`config.mk`:
```
export PLATFORM = sky130hd
export DESIGN_NAME = fetch_pc_gen
export DESIGN_NICKNAME = d
export VERILOG_FILES = /design/src/rtl/fetch_pc_gen.sv
export SDC_FILE = /design/constraint.sdc
export NUM_CORES = 1
export LEC_CHECK = 0
export CAP_MARGIN = 20
export CORE_MARGIN = 4
export CORE_UTILIZATION = 60
export DETAILED_ROUTE_END_ITERATION = 10
export DONT_BUFFER_PORTS = 1
export GPL_TIMING_DRIVEN = 1
export PLACE_DENSITY = 0.76
export RECOVER_POWER = 100
export SYNTH_ARGS = -nofsm -noshare
export SYNTH_HDL_FRONTEND = slang
export SYNTH_SLANG_ARGS = --single-unit
```
`constraint.sdc`:
```
create_clock -name clk -period 6.56 [get_ports clk]
set_clock_uncertainty 0.1 [all_clocks]
set_input_delay 1.312 -clock clk [delete_from_list [all_inputs] [get_ports clk]]
set_output_delay 1.312 -clock clk [all_outputs]
set_load 0.02 [all_outputs]
```
`src/rtl/fetch_pc_gen.sv`:
```
// fetch_pc_gen: fetch-stage PC generator.
//
// Selects the next fetch PC from four sources, in priority order:
// MEM correction > EX correction > ID predicted-taken > sequential.
// Drives the instruction-memory request handshake and issues IF/ID flush
// pulses. A redirect that cannot be applied immediately is held in a
// pending register. This happens when the fetch is not completing this
// cycle (WAIT, imem_ready=0, or stall=1). The pending redirect is applied
// when the fetch completes.
//
// Ports:
//   clk, rst           pipeline clock, synchronous active-high reset
//   stall              downstream hold (pc and state frozen, if_valid=0)
//   imem_req/addr      fetch request valid / address (addr == pc)
//   imem_ready         fetch accepted and instruction returned this cycle
//   id_predict_*       ID-stage predicted-taken redirect
//   correct_ex[_pc]    EX-stage misprediction correction
//   correct_mem[_pc]   MEM-stage misprediction correction
//   pc                 current fetch PC
//   if_valid           instruction at pc is valid for ID this cycle
//   flush_if/flush_id  kill IF / ID instruction (combinational)
//
// Optional feature: define PC_REDIRECT_STATS_EN to add three saturating
// counters of applied redirects: stat_predict_cnt, stat_ex_cnt and
// stat_mem_cnt.

module fetch_pc_gen #(
   parameter int                 XLEN       = 32,
   parameter logic [XLEN-1:0]    RESET_PC   = '0,
   parameter int                 INST_BYTES = 4
) (
   input  logic             clk,
   input  logic             rst,
   input  logic             stall,
   output logic             imem_req,
   output logic [XLEN-1:0]  imem_addr,
   input  logic             imem_ready,
   input  logic             id_predict_taken,
   input  logic [XLEN-1:0]  id_predict_target,
   input  logic             correct_ex,
   input  logic [XLEN-1:0]  correct_ex_pc,
   input  logic             correct_mem,
   input  logic [XLEN-1:0]  correct_mem_pc,
   output logic [XLEN-1:0]  pc,
`ifdef PC_REDIRECT_STATS_EN
   output logic [XLEN-1:0]  stat_predict_cnt,
   output logic [XLEN-1:0]  stat_ex_cnt,
   output logic [XLEN-1:0]  stat_mem_cnt,
`endif
   output logic             if_valid,
   output logic             flush_if,
   output logic             flush_id
);

   typedef enum logic [1:0] {ST_RESET, ST_FETCH, ST_WAIT} state_t;

   // Redirect priority levels. A larger value means an older instruction,
   // so it wins.
   localparam logic [1:0] LVL_NONE = 2'd0;
   localparam logic [1:0] LVL_PRED = 2'd1;
   localparam logic [1:0] LVL_EX   = 2'd2;
   localparam logic [1:0] LVL_MEM  = 2'd3;

   localparam logic [XLEN-1:0] INC = XLEN'(INST_BYTES);

   state_t            state_reg, state_next;
   logic [XLEN-1:0]   pc_reg, pc_next;
   logic [1:0]        pend_lvl_reg, pend_lvl_next;
   logic [XLEN-1:0]   pend_tgt_reg, pend_tgt_next;

   logic [1:0]        cur_lvl;
   logic [XLEN-1:0]   cur_tgt;
   logic [1:0]        eff_lvl;
   logic [XLEN-1:0]   eff_tgt;
   logic              fire;
   logic              active;

   // Highest-priority redirect presented this cycle.
   always_comb begin
      cur_lvl = LVL_NONE;
      cur_tgt = '0;
      if (correct_mem) begin
         cur_lvl = LVL_MEM;
         cur_tgt = correct_mem_pc;
      end else if (correct_ex) begin
         cur_lvl = LVL_EX;
         cur_tgt = correct_ex_pc;
      end else if (id_predict_taken) begin
         cur_lvl = LVL_PRED;
         cur_tgt = id_predict_target;
      end
   end

   // Merge the new redirect with the pending one. A new redirect of equal
   // or higher priority replaces the pending one. A lower-priority one is
   // dropped because it belongs to a path that the pending redirect kills.
   always_comb begin
      if (cur_lvl != LVL_NONE && cur_lvl >= pend_lvl_reg) begin
         eff_lvl = cur_lvl;
         eff_tgt = cur_tgt;
      end else begin
         eff_lvl = pend_lvl_reg;
         eff_tgt = pend_tgt_reg;
      end
   end

   assign active = (state_reg == ST_FETCH) || (state_reg == ST_WAIT);
   assign fire   = active && imem_ready && !stall;

   always_comb begin
      state_next    = state_reg;
      pc_next       = pc_reg;
      pend_lvl_next = eff_lvl;
      pend_tgt_next = eff_tgt;
      if_valid      = 1'b0;
      case (state_reg)
         ST_RESET: begin
            state_next = ST_FETCH;
         end
         ST_FETCH, ST_WAIT: begin
            if (!stall) begin
               if (imem_ready) begin
                  state_next    = ST_FETCH;
                  pc_next       = (eff_lvl != LVL_NONE) ? eff_tgt : pc_reg + INC;
                  pend_lvl_next = LVL_NONE;
                  pend_tgt_next = '0;
                  // A correction applied in FETCH means the instruction just
                  // fetched is on the wrong path.
                  if_valid = (state_reg == ST_WAIT) || (eff_lvl < LVL_EX);
               end else begin
                  state_next = ST_WAIT;
               end
            end
         end
         default: begin
            state_next = ST_RESET;
         end
      endcase
      if (rst) begin
         if_valid = 1'b0;
      end
   end

   always_ff @(posedge clk) begin
      if (rst) begin
         state_reg    <= ST_RESET;
         pc_reg       <= RESET_PC;
         pend_lvl_reg <= LVL_NONE;
         pend_tgt_reg <= '0;
      end else begin
         state_reg    <= state_next;
         pc_reg       <= pc_next;
         pend_lvl_reg <= pend_lvl_next;
         pend_tgt_reg <= pend_tgt_next;
      end
   end

   assign pc        = pc_reg;
   assign imem_addr = pc_reg;
   assign imem_req  = active;
   assign flush_if  = !rst && (correct_mem || correct_ex || id_predict_taken);
   assign flush_id  = !rst && (correct_mem || correct_ex);

`ifdef PC_REDIRECT_STATS_EN
   logic [XLEN-1:0] pred_cnt_reg, ex_cnt_reg, mem_cnt_reg;

   // Counted when the redirect is applied to pc, not when it is latched.
   always_ff @(posedge clk) begin
      if (rst) begin
         pred_cnt_reg <= '0;
         ex_cnt_reg   <= '0;
         mem_cnt_reg  <= '0;
      end else if (fire) begin
         case (eff_lvl)
            LVL_PRED: if (pred_cnt_reg != '1) pred_cnt_reg <= pred_cnt_reg + XLEN'(1);
            LVL_EX:   if (ex_cnt_reg   != '1) ex_cnt_reg   <= ex_cnt_reg   + XLEN'(1);
            LVL_MEM:  if (mem_cnt_reg  != '1) mem_cnt_reg  <= mem_cnt_reg  + XLEN'(1);
            default:  ;
         endcase
      end
   end

   assign stat_predict_cnt = pred_cnt_reg;
   assign stat_ex_cnt      = ex_cnt_reg;
   assign stat_mem_cnt     = mem_cnt_reg;
`endif

endmodule

```
==> results.md, run 1 <==
- Synth Instances: 532
- Largest delay share family, worst path: buffers and inverters
- Floorplan row count: 30
- Top post-synthesis cells by area: sky130_fd_sc_hd__dfxtp_1 (32%), sky130_fd_sc_hd__buf_4 (6.5%), sky130_fd_sc_hd__mux2i_1 (5.4%)
- Data arrival time of the critical path: 4.72 ns
- Number of buffers added to fix hold violations after cts: 0
- Total number of vias: 3,773
- Die Span Y: 92.56 um
- Count of cell types in the netlist: 50
- Global-route total usage across every layer: 0.2720
- Setup repair after global routing missed its margin: false
- Hold crit path type: reg2reg
- Die width: 92.56 um
- Total power divided by cell area: 279.0 nW/um2
- Die footprint: approximately 8600 um2
- Clock buffers created by TritonCTS: 9
- Total Nets Final: about 590
- Static leakage power: about 0.0015 uW
- DRC violations left: 0
- Sequential area share after synthesis: 0.3173
- Final antenna diode count: 0
- Leading cell types in the layout, fill and taps excluded: sky130_fd_sc_hd__dfxtp_1 (68), sky130_fd_sc_hd__nor2_1 (56), sky130_fd_sc_hd__nand2_1 (41), sky130_fd_sc_hd__a21oi_1 (33), sky130_fd_sc_hd__nor2b_1 (31)
- Register Area: between 1000 and 1500 um2
- Half-perimeter wire length of the detailed placement result: 8242 um
- Via count of the first global-routing pass: 3,518
- Non-Filler Cell Area, Final: 4240 um2
- Fin crit share: 0.6918
- Total design power: 1183 uW
- Worst vdd ir: 0.1437 mV
- Number of fill cells in the layout: 600
- Clock root buffer: sky130_fd_sc_hd__clkbuf_8
- Number of sinks on the clock net: 68
- Total of buffers placed on input and output ports: 0
- GRT Residual Overflow: 0
- Flip-flop and latch count after synthesis: 68
- Max H-tree Level: 3
- Slew Viols, Final: a little under 70
- Leading cell type in the layout, fill and taps excluded: sky130_fd_sc_hd__dfxtp_1
- Number of I/O pins: 171
- Routed wire length: 11,490 um
- Clock latency at the later pin of the worst-skew pair: 0.36 ns
- Standard cell core area: about 6900 um2
- Net count of the mapped netlist: 640
- Post-route minimum period: 4.538 ns
- Iteration count of the initial detailed-routing pass: 5
- Post-CTS sizing: 0
- Final count of negative-setup-slack endpoints: 0
- Most area-hungry cell type in the Yosys netlist: sky130_fd_sc_hd__dfxtp_1
- Proportion of netlist area held by the largest area contributor: 0.3173
- Antenna viol nets, final: 0
- Critical-path cell with the highest stage delay: sky130_fd_sc_hd__clkbuf_1
- Synth warnings: 0
- Wire length of the first global-routing pass: 18,410 um
- Layout overhead on the synthesized area: -1.166%
- Failing checks: capacitance limit, slew limit
- Crit path buf inv count: 1
- Number of endpoints with negative hold slack in the final report: 0
- Share of synthesized flip-flops with an asynchronous set or reset: 0
- Placed instance area: ~4000 um2
- Mapped Area: 4290 um2
- Final weighted congestion of routability-driven global placement: 0.8218
- Post-route setup TNS: 0 ns
- Syn_area_per_cell: 8.065 um2
- Status: finished, violations left
- Highest attainable clock frequency: 220.3 MHz
- Post-synth EDFFs: 0
- Initial standard-cell utilization of the core: 0.6246
- Slew at the pin closest to its max-slew limit: 1.873 ns
- Iteration-0 DRC Markers: 328
- CP startpoint kind: input port
- Maximum root-to-sink buffer count: 2
- Total area of multi-input combinational cells: between 2000 and 2500 um2
- Initial antenna violation count: 0
- Largest net degree at the start of global routing: 70
- Worst Path Class, Setup: in2reg
- Crit path largest cell delay: 1.27 ns
- Clock tree from TritonCTS: yes
- Critical path fanouts, max: around 70
- Post-CTS Setup Bufs: 0
- Number of maximum-capacitance violations: 2
- Capturing element type of the critical path: flip-flop
- Routed wire length per instance: 19.87 um
- Tightest slew margin relative to the limit: -0.2489
- Data required time of the critical path: around 6.8 ns
- Clock Pin Slew Worst Setup and Hold Paths: 0.08 ns
- Top flip-flop cell by instance count after synthesis: sky130_fd_sc_hd__dfxtp_1
- Proportion of layout cells with a drive suffix above 1: 0.06846
- List of cells traversed by the critical path: or2_0, ha_1, o32ai_1, and2_0, clkbuf_1, mux2_1, a211oi_2
- Mean number of vias per cell: roughly 6.5
==> final timing paths <==
path | startpoint | to | slack (ns) | cells past startpoint
worst max-delay path | correct_mem | imem_addr[28] | 2.02 | 7
worst min-delay path | pend_tgt_reg[21] | pend_tgt_reg[21] | 0.40 | 2
worst max register to register | pend_lvl_reg[1] | imem_addr[28] | 2.80 | 7
worst min register to register | pend_tgt_reg[21] | pend_tgt_reg[21] | 0.40 | 2
==> power breakdown <==
part           leakage, uW  switching (uW)  internal, uW  total (uW)
Sequential        0.000556            64.6           453         518
Clock             0.000110             182           216         397
Combinational     0.000798             160           108         268
==> stage by stage <==
stage                     hold WS [ns]    util  setup slack, ns  instances
after CTS                       0.4109  0.6155            2.093        576
after global routing            0.4563  0.6173            1.845        578
after global placement          0.3757  0.5831            2.150        560
after detailed placement        0.3925  0.5831            2.097        560
final                           0.4014  0.6173            2.022        578
after floorplan                 0.3501       -            2.434        532
==> worst min-delay path, stage by stage, from the launching register on <==
cell and delay [ns]:
sky130_fd_sc_hd__dfxtp_1 0.31, sky130_fd_sc_hd__mux2i_1 0.07, sky130_fd_sc_hd__nor2_1 0.08
==> cell usage after synthesis, types with 2 or more instances <==
library cell	instances
sky130_fd_sc_hd__nor2b_1	32
sky130_fd_sc_hd__inv_1	20
sky130_fd_sc_hd__a31oi_1	2
sky130_fd_sc_hd__o31ai_1	11
sky130_fd_sc_hd__dfxtp_1	68
sky130_fd_sc_hd__xnor2_1	8
sky130_fd_sc_hd__a211oi_1	12
sky130_fd_sc_hd__a22oi_1	12
sky130_fd_sc_hd__buf_2	8
sky130_fd_sc_hd__nand3b_1	3
sky130_fd_sc_hd__o32ai_2	5
sky130_fd_sc_hd__ha_1	5
sky130_fd_sc_hd__o32ai_1	11
sky130_fd_sc_hd__nand2_1	41
sky130_fd_sc_hd__nor3_1	19
sky130_fd_sc_hd__nor2_1	56
sky130_fd_sc_hd__clkbuf_1	20
sky130_fd_sc_hd__nand2b_1	4
sky130_fd_sc_hd__nand3_1	13
sky130_fd_sc_hd__a21oi_1	32
sky130_fd_sc_hd__o21ai_0	14
sky130_fd_sc_hd__buf_1	4
sky130_fd_sc_hd__or3_1	3
sky130_fd_sc_hd__and2_1	4
sky130_fd_sc_hd__a221oi_1	19
sky130_fd_sc_hd__buf_4	37
sky130_fd_sc_hd__and3_1	4
sky130_fd_sc_hd__nor4_1	2
sky130_fd_sc_hd__mux2i_1	23
sky130_fd_sc_hd__mux2_4	6
sky130_fd_sc_hd__buf_6	2
sky130_fd_sc_hd__nand4_1	14
==> layer usage <==
metal | global-route usage | wire (um) | part of all wire
met1 | 0.3836 | 5090 | 0.44
met2 | 0.4024 | 5164 | 0.45
met3 | 0.08042 | 1039 | 0.090
met4 | 0.07550 | 191 | 0.017
met5 | 0 | 0 | 0
==> final cells by class <==
type	count	area share
sequential	68	0.3210
tap	96	0.02833
clock inverter	7	0.02331
clock buffer	9	0.02921
timing repair buffer	5	0.01092
inverter	20	0.01770
multi-input combinational	373	0.5695
==> logic make-up (layout without fill, tap and decap cells) <==
logic type	Yosys count	after routing	share of synthesized area
and+or+nand+nor	200	200	0.2310
AOI/OAI and AO/OA	129	129	0.2237
buffers and inverters	91	41	0.1178
DFF	68	68	0.3173
muxes	30	30	0.07728
xor gates and xnor gates	9	9	0.01837
adders and majority gates	5	5	0.01458
No activity file was read; power rests on OpenSTA's default activity.
==> run 2: changes to the inputs <==
==> constraint.sdc (replaced) <==
create_clock -name clk -period 4.5 [get_ports clk]
set_clock_uncertainty 0.1 [all_clocks]
set_input_delay 0.9 -clock clk [delete_from_list [all_inputs] [get_ports clk]]
set_output_delay 0.9 -clock clk [all_outputs]
set_load 0.02 [all_outputs]
==> run 2 against run 1 <==
The run still ends with capacitance limit, slew limit left. Combinational power grew 43%. Global-route usage decreased by 0.67 points. Die area did not move. Critical path depth grew 2. Flip-flop and latch count stayed put. Non-clock buffer count grew 4. Clock-buffer cell count is 1 higher. Highest routed layer unchanged.
==> results.md, run 2 (synthesized netlist as in run 1, its figures left out) <==
- Non-Filler Cell Area, Final: 4250 um2 (+0.24%)
- Slew at the pin closest to its max-slew limit: 1.895 ns (+0.02160 ns)
- Total Nets Final: 589 (+0.68%)
- Iteration count of the initial detailed-routing pass: 5 (unchanged)
- Failing checks: capacitance limit, slew limit
- Die width: 92.56 um (unchanged)
- Leading cell type in the layout, fill and taps excluded: sky130_fd_sc_hd__dfxtp_1
- R2R Setup Slk: 0.92 ns (-1.88 ns)
- Worst Path Class, Setup: in2reg
- Routing layer with the top usage in global route: met2
- Half-perimeter wire length of the detailed placement result: 8248 um (about the same)
- Number of endpoints with negative hold slack in the final report: 0 (unchanged)
- Number of buffers added to fix hold violations after cts: 0 (unchanged)
- CP startpoint kind: input port
- Standard cell core area: 6869 um2 (unchanged)
- DRC violations left: 0 (unchanged)
- Number of I/O pins: 171 (unchanged)
- Data arrival time of the critical path: 3.76 ns (-0.96 ns)
- Static leakage power: 0.001474 uW (+0.70%)
- Fin crit share: 0.8013
- Capturing element type of the critical path: flip-flop
- Largest net degree at the start of global routing: 70 (unchanged)
- Clock latency at the later pin of the worst-skew pair: 0.35 ns (about the same)
- Final antenna diode count: 0 (unchanged)
- GRT Residual Overflow: 0 (unchanged)
- Antenna viol nets, final: 0 (unchanged)
- Post-CTS Setup Bufs: 0 (unchanged)
- Number of fill cells in the layout: 637 (+6.2%)
- Proportion of layout cells with a drive suffix above 1: 0.06584 (-0.002621)
- Clock buffers created by TritonCTS: 9 (unchanged)
- Total design power: 1744 uW (+47%)
- Critical path fanouts, max: 69 (unchanged)
- Die footprint: 8567 um2 (unchanged)
- Wire length of the first global-routing pass: 17,930 um (-2.6%)
- Global Route met1 Usage: 0.3669 (-0.01671)
- Final weighted congestion of routability-driven global placement: 0.8180 (-0.46%)
- Final count of negative-setup-slack endpoints: 0 (unchanged)
- Initial antenna violation count: 0 (unchanged)
- Tightest slew margin relative to the limit: -0.2633 (-0.01440)
- Clock Pin Slew Worst Setup and Hold Paths: 0.07 ns (about the same)
- Routed wire length per instance: 19.35 um (-2.6%)
- Routed wire length: 11,260 um (-2.0%)
- Total of buffers placed on input and output ports: 0 (unchanged)
- Total number of vias: 3,748 (-0.66%)
- Number of sinks on the clock net: 68 (unchanged)
- Total power divided by cell area: 410.4 nW/um2 (+47%)
- Post-CTS sizing: 0 (unchanged)
- Clock tree from TritonCTS: yes
- Leading cell types in the layout, fill and taps excluded: sky130_fd_sc_hd__dfxtp_1 (68), sky130_fd_sc_hd__nor2_1 (56), sky130_fd_sc_hd__nand2_1 (41), sky130_fd_sc_hd__a21oi_1 (33), sky130_fd_sc_hd__nor2b_1 (31)
- Placed instance area: 4050 um2 (+1.1%)
- Worst vdd ir: 0.2025 mV (+41%)
- Global-route total usage across every layer: 0.2653 (-0.006653)
- Hold WS: 0.4143 ns (+0.01295 ns)
- Final standard cell utilization of the core: 0.6188 (+0.001457)
- Post-route setup TNS: 0 ns (unchanged)
- Max H-tree Level: 3 (unchanged)
- Met3 layer usage reported by global route: 0.07230 (-0.008123)
- Layout overhead on the synthesized area: -0.9331%
- Hold crit path type: reg2reg
- Maximum root-to-sink buffer count: 2 (unchanged)
- Post-route minimum period: 3.606 ns
- GR Util met2: 0.4018 (-0.0006042)
- Initial standard-cell utilization of the core: 0.6246 (unchanged)
- Clock root buffer: sky130_fd_sc_hd__clkbuf_8
- Die Span Y: 92.56 um (unchanged)
- Highest attainable clock frequency: 277.3 MHz
- Via count of the first global-routing pass: 3,493 (-0.71%)
- Slew Viols, Final: 35 (-49%)
- Iteration-0 DRC Markers: 266 (-19%)
- Setup repair after global routing missed its margin: false
- Mean number of vias per cell: 6.440 (-1.3%)
- Number of maximum-capacitance violations: 1 (-1)
- Data required time of the critical path: 4.65 ns (-2.10 ns)
- Status: finished, violations left
- Floorplan row count: 30 (unchanged)
run 2: changes by cell type in the layout (fill, tap and decap cells not counted):
cell and change:
sky130_fd_sc_hd__a221oi_1 +1, sky130_fd_sc_hd__inv_6 -1, sky130_fd_sc_hd__and2_1 +1, sky130_fd_sc_hd__buf_4 +5
sky130_fd_sc_hd__mux2_1 +3, sky130_fd_sc_hd__and2_0 -1, sky130_fd_sc_hd__bufinv_16 +1, sky130_fd_sc_hd__buf_16 -1
sky130_fd_sc_hd__clkinvlp_4 -1, sky130_fd_sc_hd__clkbuf_1 +1, sky130_fd_sc_hd__a221oi_2 -1, sky130_fd_sc_hd__mux2_4 -3
run 2: per-stage QoR:
step	std cells	worst slack, ns
2_1_floorplan	532	1.198
3_3_place_gp	566	0.9015
3_5_place_dp	566	0.7667
4_1_cts	582	0.9594
5_1_grt	582	0.5736
6_report	582	0.8940
run 2: worst paths after layout:
check | end | cells past startpoint | start
min reg2reg | pend_tgt_reg[23] | 2 | pend_tgt_reg[23]
max reg2reg | pend_tgt_reg[24] | 6 | state_reg[0]
min | pend_tgt_reg[23] | 2 | pend_tgt_reg[23]
max | imem_addr[8] | 9 | correct_mem
run 2: final cells by class:
class / instances / area [um2] / share of cell area
flip-flops and latches: 68 / 1361 / 0.3203
inverters: 20 / 75.07 / 0.01766
clock buffers: 10 / 127.6 / 0.03003
clock inverters: 6 / 112.6 / 0.02649
multi-input cells: 373 / 2397 / 0.5640
repair buffers: 9 / 56.30 / 0.01325
well taps: 96 / 120.1 / 0.02826
run 2: where the power goes:
part           switching, uW  internal [uW]
logic                    229            155
registers               94.4            661
clock network            236            369
total                    559           1190
run 2: metal layers:
metal / share of wire / wire length, um / up-vias
met5: 0 / 0 / -
met4: 0.013 / 147 / 0
met3: 0.081 / 917 / 14
met2: 0.46 / 5143 / 183
met1: 0.45 / 5051 / 1762
li1: - / - / 1789
run 2: worst max-delay path, stage by stage:
cell and delay, ns:
sky130_fd_sc_hd__or2_0 0.24, sky130_fd_sc_hd__ha_1 0.24, sky130_fd_sc_hd__nand2b_1 0.17, sky130_fd_sc_hd__a211oi_1 0.26, sky130_fd_sc_hd__a211o_1 0.26, sky130_fd_sc_hd__and2_0 0.78
sky130_fd_sc_hd__buf_4 0.39, sky130_fd_sc_hd__mux2_1 0.36, sky130_fd_sc_hd__o32ai_2 0.14
